[config.mk]
export PLATFORM = sky130hd
export DESIGN_NAME = arb_requester
export DESIGN_NICKNAME = d
export VERILOG_FILES = /design/src/rtl/arb_pkg.sv /design/src/rtl/arb_req_fifo.sv /design/src/rtl/arb_requester.sv
export SDC_FILE = /design/constraint.sdc
export NUM_CORES = 1
export LEC_CHECK = 0
export ABC_AREA = 1
export BUFFER_PORTS_ARGS = -buffer_cell sky130_fd_sc_hd__buf_2
export CAP_MARGIN = 20
export CORE_UTILIZATION = 55
export DETAILED_ROUTE_END_ITERATION = 16
export PLACE_DENSITY = 0.75
export RECOVER_POWER = 25
export SETUP_SLACK_MARGIN = 0.4
export SLEW_MARGIN = 5
export SYNTH_ARGS = -nofsm -noshare
export SYNTH_HDL_FRONTEND = slang
export SYNTH_SLANG_ARGS = --single-unit
export TNS_END_PERCENT = 30
[constraint.sdc]
create_clock -name clk -period 2.2 [get_ports clk]
set_input_delay 0.11 -clock clk [delete_from_list [all_inputs] [get_ports clk]]
set_output_delay 0.11 -clock clk [all_outputs]
set_load 0.01 [all_outputs]
[src/rtl/arb_pkg.sv]
// Shared types and helpers for the round-robin arbiter requester agent.
package arb_pkg;

    typedef enum logic [1:0] {
        ST_IDLE     = 2'd0,
        ST_WAIT_GNT = 2'd1,
        ST_XFER     = 2'd2,
        ST_YIELD    = 2'd3
    } state_t;

    // Elaboration-time ceil(log2(v)); fixed loop bound keeps it synthesizable.
    function automatic int clog2(input int v);
        int r;
        r = 0;
        for (int i = 0; i < 31; i++) begin
            if ((1 << i) < v) r = i + 1;
        end
        return r;
    endfunction

endpackage

[src/rtl/arb_req_fifo.sv]
// Small synchronous FIFO; the caller guards push/pop against full/empty.
module arb_req_fifo
    import arb_pkg::*;
#(
    parameter int DATA_W = 8,
    parameter int DEPTH  = 4,
    parameter int AW     = clog2(DEPTH),
    parameter int CW     = clog2(DEPTH) + 1
) (
    input  logic              clk,
    input  logic              rst,
    input  logic              push,
    input  logic              pop,
    input  logic [DATA_W-1:0] wdata,
    output logic [DATA_W-1:0] rdata,
    output logic [CW-1:0]     count,
    output logic              full,
    output logic              empty
);

    logic [DATA_W-1:0] mem [DEPTH];
    logic [AW-1:0]     wr_ptr;
    logic [AW-1:0]     rd_ptr;

    always_ff @(posedge clk or negedge rst) begin
        if (!rst) begin
            wr_ptr <= '0;
            rd_ptr <= '0;
            count  <= '0;
        end else begin
            if (push) wr_ptr <= wr_ptr + AW'(1);
            if (pop)  rd_ptr <= rd_ptr + AW'(1);
            case ({push, pop})
                2'b10:   count <= count + CW'(1);
                2'b01:   count <= count - CW'(1);
                default: count <= count;
            endcase
        end
    end

    // Storage is not reset; count gates every read.
    always_ff @(posedge clk) begin
        if (push) mem[wr_ptr] <= wdata;
    end

    assign rdata = mem[rd_ptr];
    assign full  = (count == CW'(DEPTH));
    assign empty = (count == '0);

endmodule

[src/rtl/arb_requester.sv]
// Arbiter client: buffers words, requests the bus and drains up to MAX_HOLD words per grant.
module arb_requester
    import arb_pkg::*;
#(
    parameter int DATA_W   = 8,
    parameter int DEPTH    = 4,
    parameter int MAX_HOLD = 4
) (
    input  logic              clk,
    input  logic              rst,
    input  logic              in_valid,
    input  logic [DATA_W-1:0] in_data,
    output logic              in_ready,
    output logic              req,
    input  logic              gnt,
    output logic              out_valid,
    output logic [DATA_W-1:0] out_data,
    output logic              busy
);

    localparam int CW = clog2(DEPTH) + 1;
    localparam int BW = clog2(MAX_HOLD) + 1;

    state_t            state, state_nxt;
    logic [BW-1:0]     beat_cnt, beat_nxt;
    logic [CW-1:0]     count;
    logic [DATA_W-1:0] head;
    logic              push, pop, full, empty;

    assign in_ready = rst && !full;
    assign push     = in_valid && in_ready;
    assign busy     = (state != ST_IDLE) || !empty;

    arb_req_fifo #(.DATA_W(DATA_W), .DEPTH(DEPTH)) u_fifo (
        .clk   (clk),
        .rst   (rst),
        .push  (push),
        .pop   (pop),
        .wdata (in_data),
        .rdata (head),
        .count (count),
        .full  (full),
        .empty (empty)
    );

    always_comb begin
        state_nxt = state;
        beat_nxt  = beat_cnt;
        pop       = 1'b0;
        case (state)
            ST_IDLE: begin
                beat_nxt = '0;
                if (!empty) state_nxt = ST_WAIT_GNT;
            end
            ST_WAIT_GNT: begin
                if (gnt) state_nxt = ST_XFER;
            end
            ST_XFER: begin
                if (!gnt) begin
                    state_nxt = ST_WAIT_GNT;
                end else if (empty) begin
                    state_nxt = ST_YIELD;
                end else begin
                    pop      = 1'b1;
                    beat_nxt = beat_cnt + BW'(1);
                    // Leave when this pop drains the FIFO or the tenure cap is hit.
                    if ((count == CW'(1) && !push) || beat_nxt == BW'(MAX_HOLD))
                        state_nxt = ST_YIELD;
                end
            end
            ST_YIELD: begin
                beat_nxt  = '0;
                state_nxt = ST_IDLE;
            end
            default: state_nxt = ST_IDLE;
        endcase
    end

    always_ff @(posedge clk or negedge rst) begin
        if (!rst) begin
            state     <= ST_IDLE;
            beat_cnt  <= '0;
            req       <= 1'b0;
            out_valid <= 1'b0;
            out_data  <= '0;
        end else begin
            state     <= state_nxt;
            beat_cnt  <= beat_nxt;
            req       <= (state_nxt == ST_WAIT_GNT) || (state_nxt == ST_XFER);
            out_valid <= pop;
            if (pop) out_data <= head;
        end
    end

endmodule
-- Word level (Yosys, flattened, before mapping)
Memory sizes are Yosys's and may differ from the RTL's. A register that Yosys moved wholly into a read port is not among the register bits.
Index checks and enable logic that the tools add are counted.
- memories kept: 1
- logic and storage cells: 57
- output and inout port bits: 12
- bits of input ports: 12
- register bits: 14
- memory bits (writable): 32
- add/sub/neg operators: 5
- multiplexer cells: 15
- equal/unequal tests: 12
- reduce and logical (&&, ||, !) cells: 17
- memories (memory ; words ; bits a word ; rd ports ; clocked after Yosys merged registers in ; write ports ; RTL line ; RTL):
    u_fifo.mem ; 4 ; 8 ; 1 ; 1 ; 1 ; arb_req_fifo.sv:21 ; logic [DATA_W-1:0] mem [DEPTH];
- operators with widths (operator ; count):
    case mux 3 bit (2 select lines) ; 2
    2-to-1 mux 2 bit ; 5
    == test 2 bit, second input constant ; 4
    case mux 2 bit (4 select lines) ; 1
    adder 3 x 1 -> 3 bit, second input constant ; 2
    == test 2 x 1 -> 1 bit, second input constant ; 3
    == test 3 bit, second input constant ; 2
    2-to-1 mux 3 bit ; 2
    nonzero test 2 bit ; 3
    2-to-1 mux 1 bit ; 5
    adder 2 x 1 -> 2 bit, second input constant ; 2
    logical NOT 1 bit ; 4
    != test 2 bit, second input constant ; 2
    == test 3 x 1 -> 1 bit, second input constant ; 1
    logical AND 1 bit ; 3
    logical NOT 3 bit ; 1
    logical OR 1 bit ; 3
    AND reduction 3 bit ; 1
    subtractor 3 x 1 -> 3 bit, second input constant ; 1
    logical NOT 2 bit ; 1
    OR reduction 2 bit ; 1

-- Depth between registers and ports, before layout
- depth in word-level cells: 13
- gate-level depth with buffers: 12
- depth with buffers taken out: 12

-- Cells and area by module
From an unflattened synthesis, not the netlist that was laid out.
- cells, all modules: 239
- area total of the unflattened synthesis: 2463.6 µm²
- by module, submodules not included (module ; times used ; sequential area each (µm²) ; cells each ; area each (µm²)):
    arb_req_fifo ; 1 ; 1136.1 ; 142 ; 1709.1
    arb_requester ; 1 ; 375.4 ; 97 ; 754.5

-- Worst setup path after synthesis
Ideal clock, no wire load.
- path type: register to register
- start point: reg state[0]
- end point: reg u_fifo.count[2]
- buffers on the path: 1
- arrival: 1.850 ns
- required time: 2.082 ns
- cell stages (with the launch flop): 11
- period minus slack after synthesis: 1.968 ns
- setup time: 0.118 ns
- setup slack: 0.232 ns
- cells stage by stage: dfrtp_1 -> inv_1 -> ha_1 -> nand2_1 -> nor2_2 -> buf_4 -> ha_1 -> nor2_1 -> o21ai_0 -> xor2_1 -> inv_1
- longest elaborated chain between the ends: 4
- elaborated cells between the ends (all ways): 6
- those cells by class: 3 x eq/ne; 2 x mux; 1 x reduce/logical
- ends and longest elaborated chain (item ; RTL line ; RTL):
    from (decl) ; arb_requester.sv:24 ; state_t state, state_nxt;
    from (signal assigned) ; arb_requester.sv:87 ; state <= state_nxt;
    == test 2 bit (*) ; arb_requester.sv:50 ; case (state)
    2-to-1 mux 1 bit (*) ; arb_requester.sv:50 ;
    named net pop ; arb_requester.sv:28 ; logic push, pop, full, empty;
    == test 2 x 1 -> 1 bit or == test 2 bit (tied branches) ; arb_req_fifo.sv:33 ; case ({push, pop})
    case mux 3 bit (2 select lines) or nonzero test 2 bit (tied branches) ; - ;
    to (signal assigned) ; arb_req_fifo.sv:34 ; 2'b10: count <= count + CW'(1);
    to (signal assigned) ; arb_req_fifo.sv:35 ; 2'b01: count <= count - CW'(1);
    to (signal assigned) ; arb_req_fifo.sv:36 ; default: count <= count;
    to (decl) ; arb_req_fifo.sv:16 ; output logic [CW-1:0] count,
Mark *: on every way through the listed nets, which the timed path passes. The rest lies on a longest branch.
A chain may end at the register's enable or synchronous reset.

-- Worst setup path in the final report
- start point: reg u_fifo.count[0]
- end point: reg u_fifo.count[2]
- longest elaborated chain between the ends: 6
- elaborated cells between the ends (all ways): 14
- those cells by class: 2 x add/sub; 3 x eq/ne; 4 x mux; 5 x reduce/logical
- ends and longest elaborated chain (item ; RTL line):
    logical NOT 3 bit or == test 3 bit (tied branches) ; arb_req_fifo.sv:48, arb_req_fifo.sv:47
    2-to-1 mux 1 bit or logical NOT 1 bit (tied branches) ; arb_requester.sv:61, arb_requester.sv:30
    2-to-1 mux 1 bit or logical AND 1 bit (tied branches) ; arb_requester.sv:59, arb_requester.sv:30
    2-to-1 mux 1 bit or logical AND 1 bit (tied branches) ; arb_requester.sv:50, arb_requester.sv:31
    == test 2 x 1 -> 1 bit or == test 2 bit (tied branches) ; arb_req_fifo.sv:33
    case mux 3 bit (2 select lines) or nonzero test 2 bit (tied branches) ; -
Parallel ways exist; a longest one is shown, timed or not.

==> flow_summary.json <==
{
  "io_pins": 24,
  "routed_wl_um": 4090,
  "dr.first_iter.drc_count": 41,
  "final_util_pct": 68.0,
  "yosysTopAreaCellShare_pct": 40.1,
  "grt_max_degree": 24,
  "fmax_mhz": 603,
  "syn_avg_cell_area_um2": 10.9,
  "viasPerCell": 5.18,
  "path_class": "flip-flop to flip-flop",
  "cts_tree": "yes",
  "synth_ff_type": "edfxtp_1",
  "drive_gt1_share_pct": 19.8,
  "yosysMostFrequentCell": "nor2_1",
  "setup_viol": 0,
  "cp.required_ps": 2410,
  "antenna_found_initial": 0,
  "crit_chain": "inv_2 > ha_4 > inv_2 > nor2_4 > nor2_4 > ha_4 > nor2_1 > o21ai_1 > xor2_1 > inv_1",
  "yosysSeqAreaShare_pct": 63.0,
  "antenna_cells": 0,
  "whs_path_depth": 1,
  "die_w_um": 68.0,
  "grt_pass1_wl_um": 6150,
  "synthToLayoutAreaGrowth_pct": 15.9,
  "overflow": 0,
  "path_clk_slew_ps": 100,
  "cp-start-kind": "flip-flop",
  "pwr-share-clk_pct": 17.1,
  "synth_edf_count": 32,
  "root_buffer": "clkbuf_8",
  "hold_class": "input port to flip-flop",
  "worstSkewPairLatency_ps": 310,
  "async_flop_share_pct": 40.7,
  "rsz0062_at_grt": "false",
  "placed_cells": 294,
  "numCtsBuffers": 5,
  "finalPower_mw": 3.40,
  "die_area_um2": 4630,
  "reg2reg_slack_ps": 540,
  "ys_types": 25,
  "netlist_top_cells_count": "nor2_1 (54), edfxtp_1 (32), inv_1 (23)",
  "drc": 0,
  "end_kind": "flip-flop",
  "vias": 1594,
  "slowest_delay_ps": 440,
  "power.internal_mw": 2.13,
  "clk_path_buf_depth": 2,
  "status": "finished, final reports clean",
  "grt_pass1_vias": 1411,
  "p_per_area_nw_per_um2": 1220,
  "detail-route-antenna-nets": 0,
  "hold_violations": 0,
  "drv_cap": 0,
  "worst_ep_arrival_time_ps": 1870,
  "die_y_um": 68.0,
  "p_switching_mw": 1.27,
  "hpwl_um": 2730,
  "fin_crit_ps": 1660,
  "placement_rows": 23,
  "p_leak_nw": 1.18,
  "p_seq_share_pct": 44.3,
  "ys_warn_count": 0,
  "switching_share_pct": 37.3,
  "worstMarginPinSlew_ps": 402,
  "io_buffer_count": 23,
  "crit_slowest_cell": "dfrtp_1",
  "setup_ws_ps": 541,
  "crit_fanout": 5,
  "ys_ff_latch": 54,
  "setup-tns-final_ps": 0,
  "routedWlPerCell_um": 13.3,
  "htree_levels": 2,
  "gp_congestion": 0.746,
  "drt-pass1-iter-count": 4,
  "synth_area_leaders": "edfxtp_1 (40%), dfrtp_1 (23%), nor2_1 (8.5%), ha_1 (7.3%), o21ai_0 (4.4%)",
  "drv_slew": 0,
  "min_from": "in_data[3]",
  "reg2reg_depth": 10,
  "period_share_pct": 75.4,
  "slew_headroom_pct": 73.2,
  "post-place-ws_ps": 439,
  "initial_core_util_pct": 58.7,
  "timing.rr.end": "u_fifo.count[2]$_DFFE_PN0P_",
  "yosysTopAreaCell": "edfxtp_1",
  "grt_usage_pct": 19.5,
  "layoutNonFillerInstCount": 308,
  "cts_sinks": 54,
  "holdPathEnd": "u_fifo.mem[1][3]$_DFFE_PP_",
  "combPwrFrac_pct": 38.7,
  "finClkSkew_ps": 10.0,
  "syn_inst": 219,
  "synth.cell_area_um2": 2400,
  "coreArea_um2": 4090,
  "peakVddDrop_mv": 0.630,
  "r2r-start": "u_fifo.count[0]$_DFFE_PN0P_",
  "nNetsFinal": 283,
  "syn_nets": 245
}
==> cell families after synthesis <==
kind of cell / count (synthesis) / share of synthesized area [%]
buffers and inverters: 29 / 4.85
adders and majority gates: 14 / 7.31
DFF: 54 / 63.0
xor gates and xnor gates: 5 / 1.83
and+or+nand+nor: 85 / 15.3
AOI/OAI and AO/OA: 32 / 7.62
==> placed cells by master, fill, tap and decap left out <==
| master | count |
|---|---|
| inv_4 | 1 |
| edfxtp_1 | 32 |
| o21ai_1 | 1 |
| ha_4 | 2 |
| nand2_1 | 17 |
| clkbuf_1 | 7 |
| nor3_1 | 1 |
| inv_1 | 20 |
| nand2_2 | 4 |
| inv_6 | 1 |
| a21oi_1 | 1 |
| nor2_1 | 53 |
| nand2_4 | 1 |
| a21oi_4 | 1 |
| nand3_4 | 1 |
| nor2_4 | 2 |
| buf_2 | 16 |
| o21ai_0 | 20 |
| a31oi_1 | 8 |
| nor2_2 | 1 |
| xnor2_1 | 2 |
| and2_2 | 1 |
| o22ai_1 | 1 |
| ha_1 | 12 |
| buf_4 | 10 |
| dlygate4sd3_1 | 3 |
| dfrtp_1 | 22 |
| nand3_1 | 4 |
| xor2_1 | 3 |
| inv_2 | 4 |
| clkbuf_8 | 6 |
==> layer usage <==
metal / wire (µm) / track usage [%] / part of all wire (%)
met3: 214 / 5.67 / 5.2
met2: 2150 / 35.3 / 53
met1: 1650 / 20.6 / 40
met4: 75 / 8.59 / 1.8
met5: 0 / 0 / 0
==> timing repair <==
item,4_1_cts,5_1_grt
gates resized for setup,0,7
buffers inserted,0,3
hold buffers,1,2
endpoints found under the hold margin,22,8
setup endpoints to repair,0,2
==> power groups by stage <==
| stage | registers (mW) | clock network (mW) | logic, mW |
|---|---|---|---|
| 2_1_floorplan | 1.51 | 0 | 0.907 |
| 3_3_place_gp | 1.51 | 0 | 1.22 |
| 3_5_place_dp | 1.53 | 0 | 1.26 |
| 4_1_cts | 1.50 | 0.589 | 1.26 |
| 5_1_grt | 1.54 | 0.636 | 1.50 |
| 6_report | 1.51 | 0.581 | 1.32 |
==> through the flow <==
step,cell area [µm²],hold slack (ps)
floorplan,2420,-186
global placement,2620,194
detailed placement,2620,186
CTS,2730,0.0572
global route,2780,64.4
finish,2780,57.7
==> worst max-delay path by stage <==
stage	from	endpoint	slack [ps]	depth (start not counted)
after floorplan	u_fifo.count[0]$_DFFE_PN0P_	u_fifo.count[2]$_DFFE_PN0P_	410	11
after global placement	u_fifo.count[0]$_DFFE_PN0P_	u_fifo.count[2]$_DFFE_PN0P_	500	9
after detailed placement	u_fifo.count[0]$_DFFE_PN0P_	u_fifo.count[2]$_DFFE_PN0P_	440	9
after CTS	u_fifo.count[0]$_DFFE_PN0P_	u_fifo.count[2]$_DFFE_PN0P_	420	9
after global routing	u_fifo.count[0]$_DFFE_PN0P_	u_fifo.count[2]$_DFFE_PN0P_	420	11
final	u_fifo.count[0]$_DFFE_PN0P_	u_fifo.count[2]$_DFFE_PN0P_	540	10
==> flip-flops by register name, summed over array words and instances, names as in the netlist <==
name           flops
u_fifo.wr_ptr      2
u_fifo.mem        32
out_valid          1
u_fifo.rd_ptr      2
state              2
req                1
u_fifo.count       3
beat_cnt           3
out_data           8
==> final cells by class <==
type | instances | area, µm²
Clock buffer | 6 | 82.6
Clock inverter | 2 | 15.0
Fill cell | 298 | 1310
Inverter | 24 | 90.1
Multi-Input combinational cell | 136 | 805
Sequential cell | 54 | 1510
Tap cell | 50 | 62.6
Timing Repair Buffer | 36 | 211
==> worst max-delay path: cells and delay by family, from the launching register on <==
kind            cells  cell delay (ps)
compound gates      1               80
xor+xnor            1              160
fa+ha+maj           2              420
buf+inv             3              190
flops               1              440
simple gates        3              270
No activity file was read; power rests on OpenSTA's default activity.
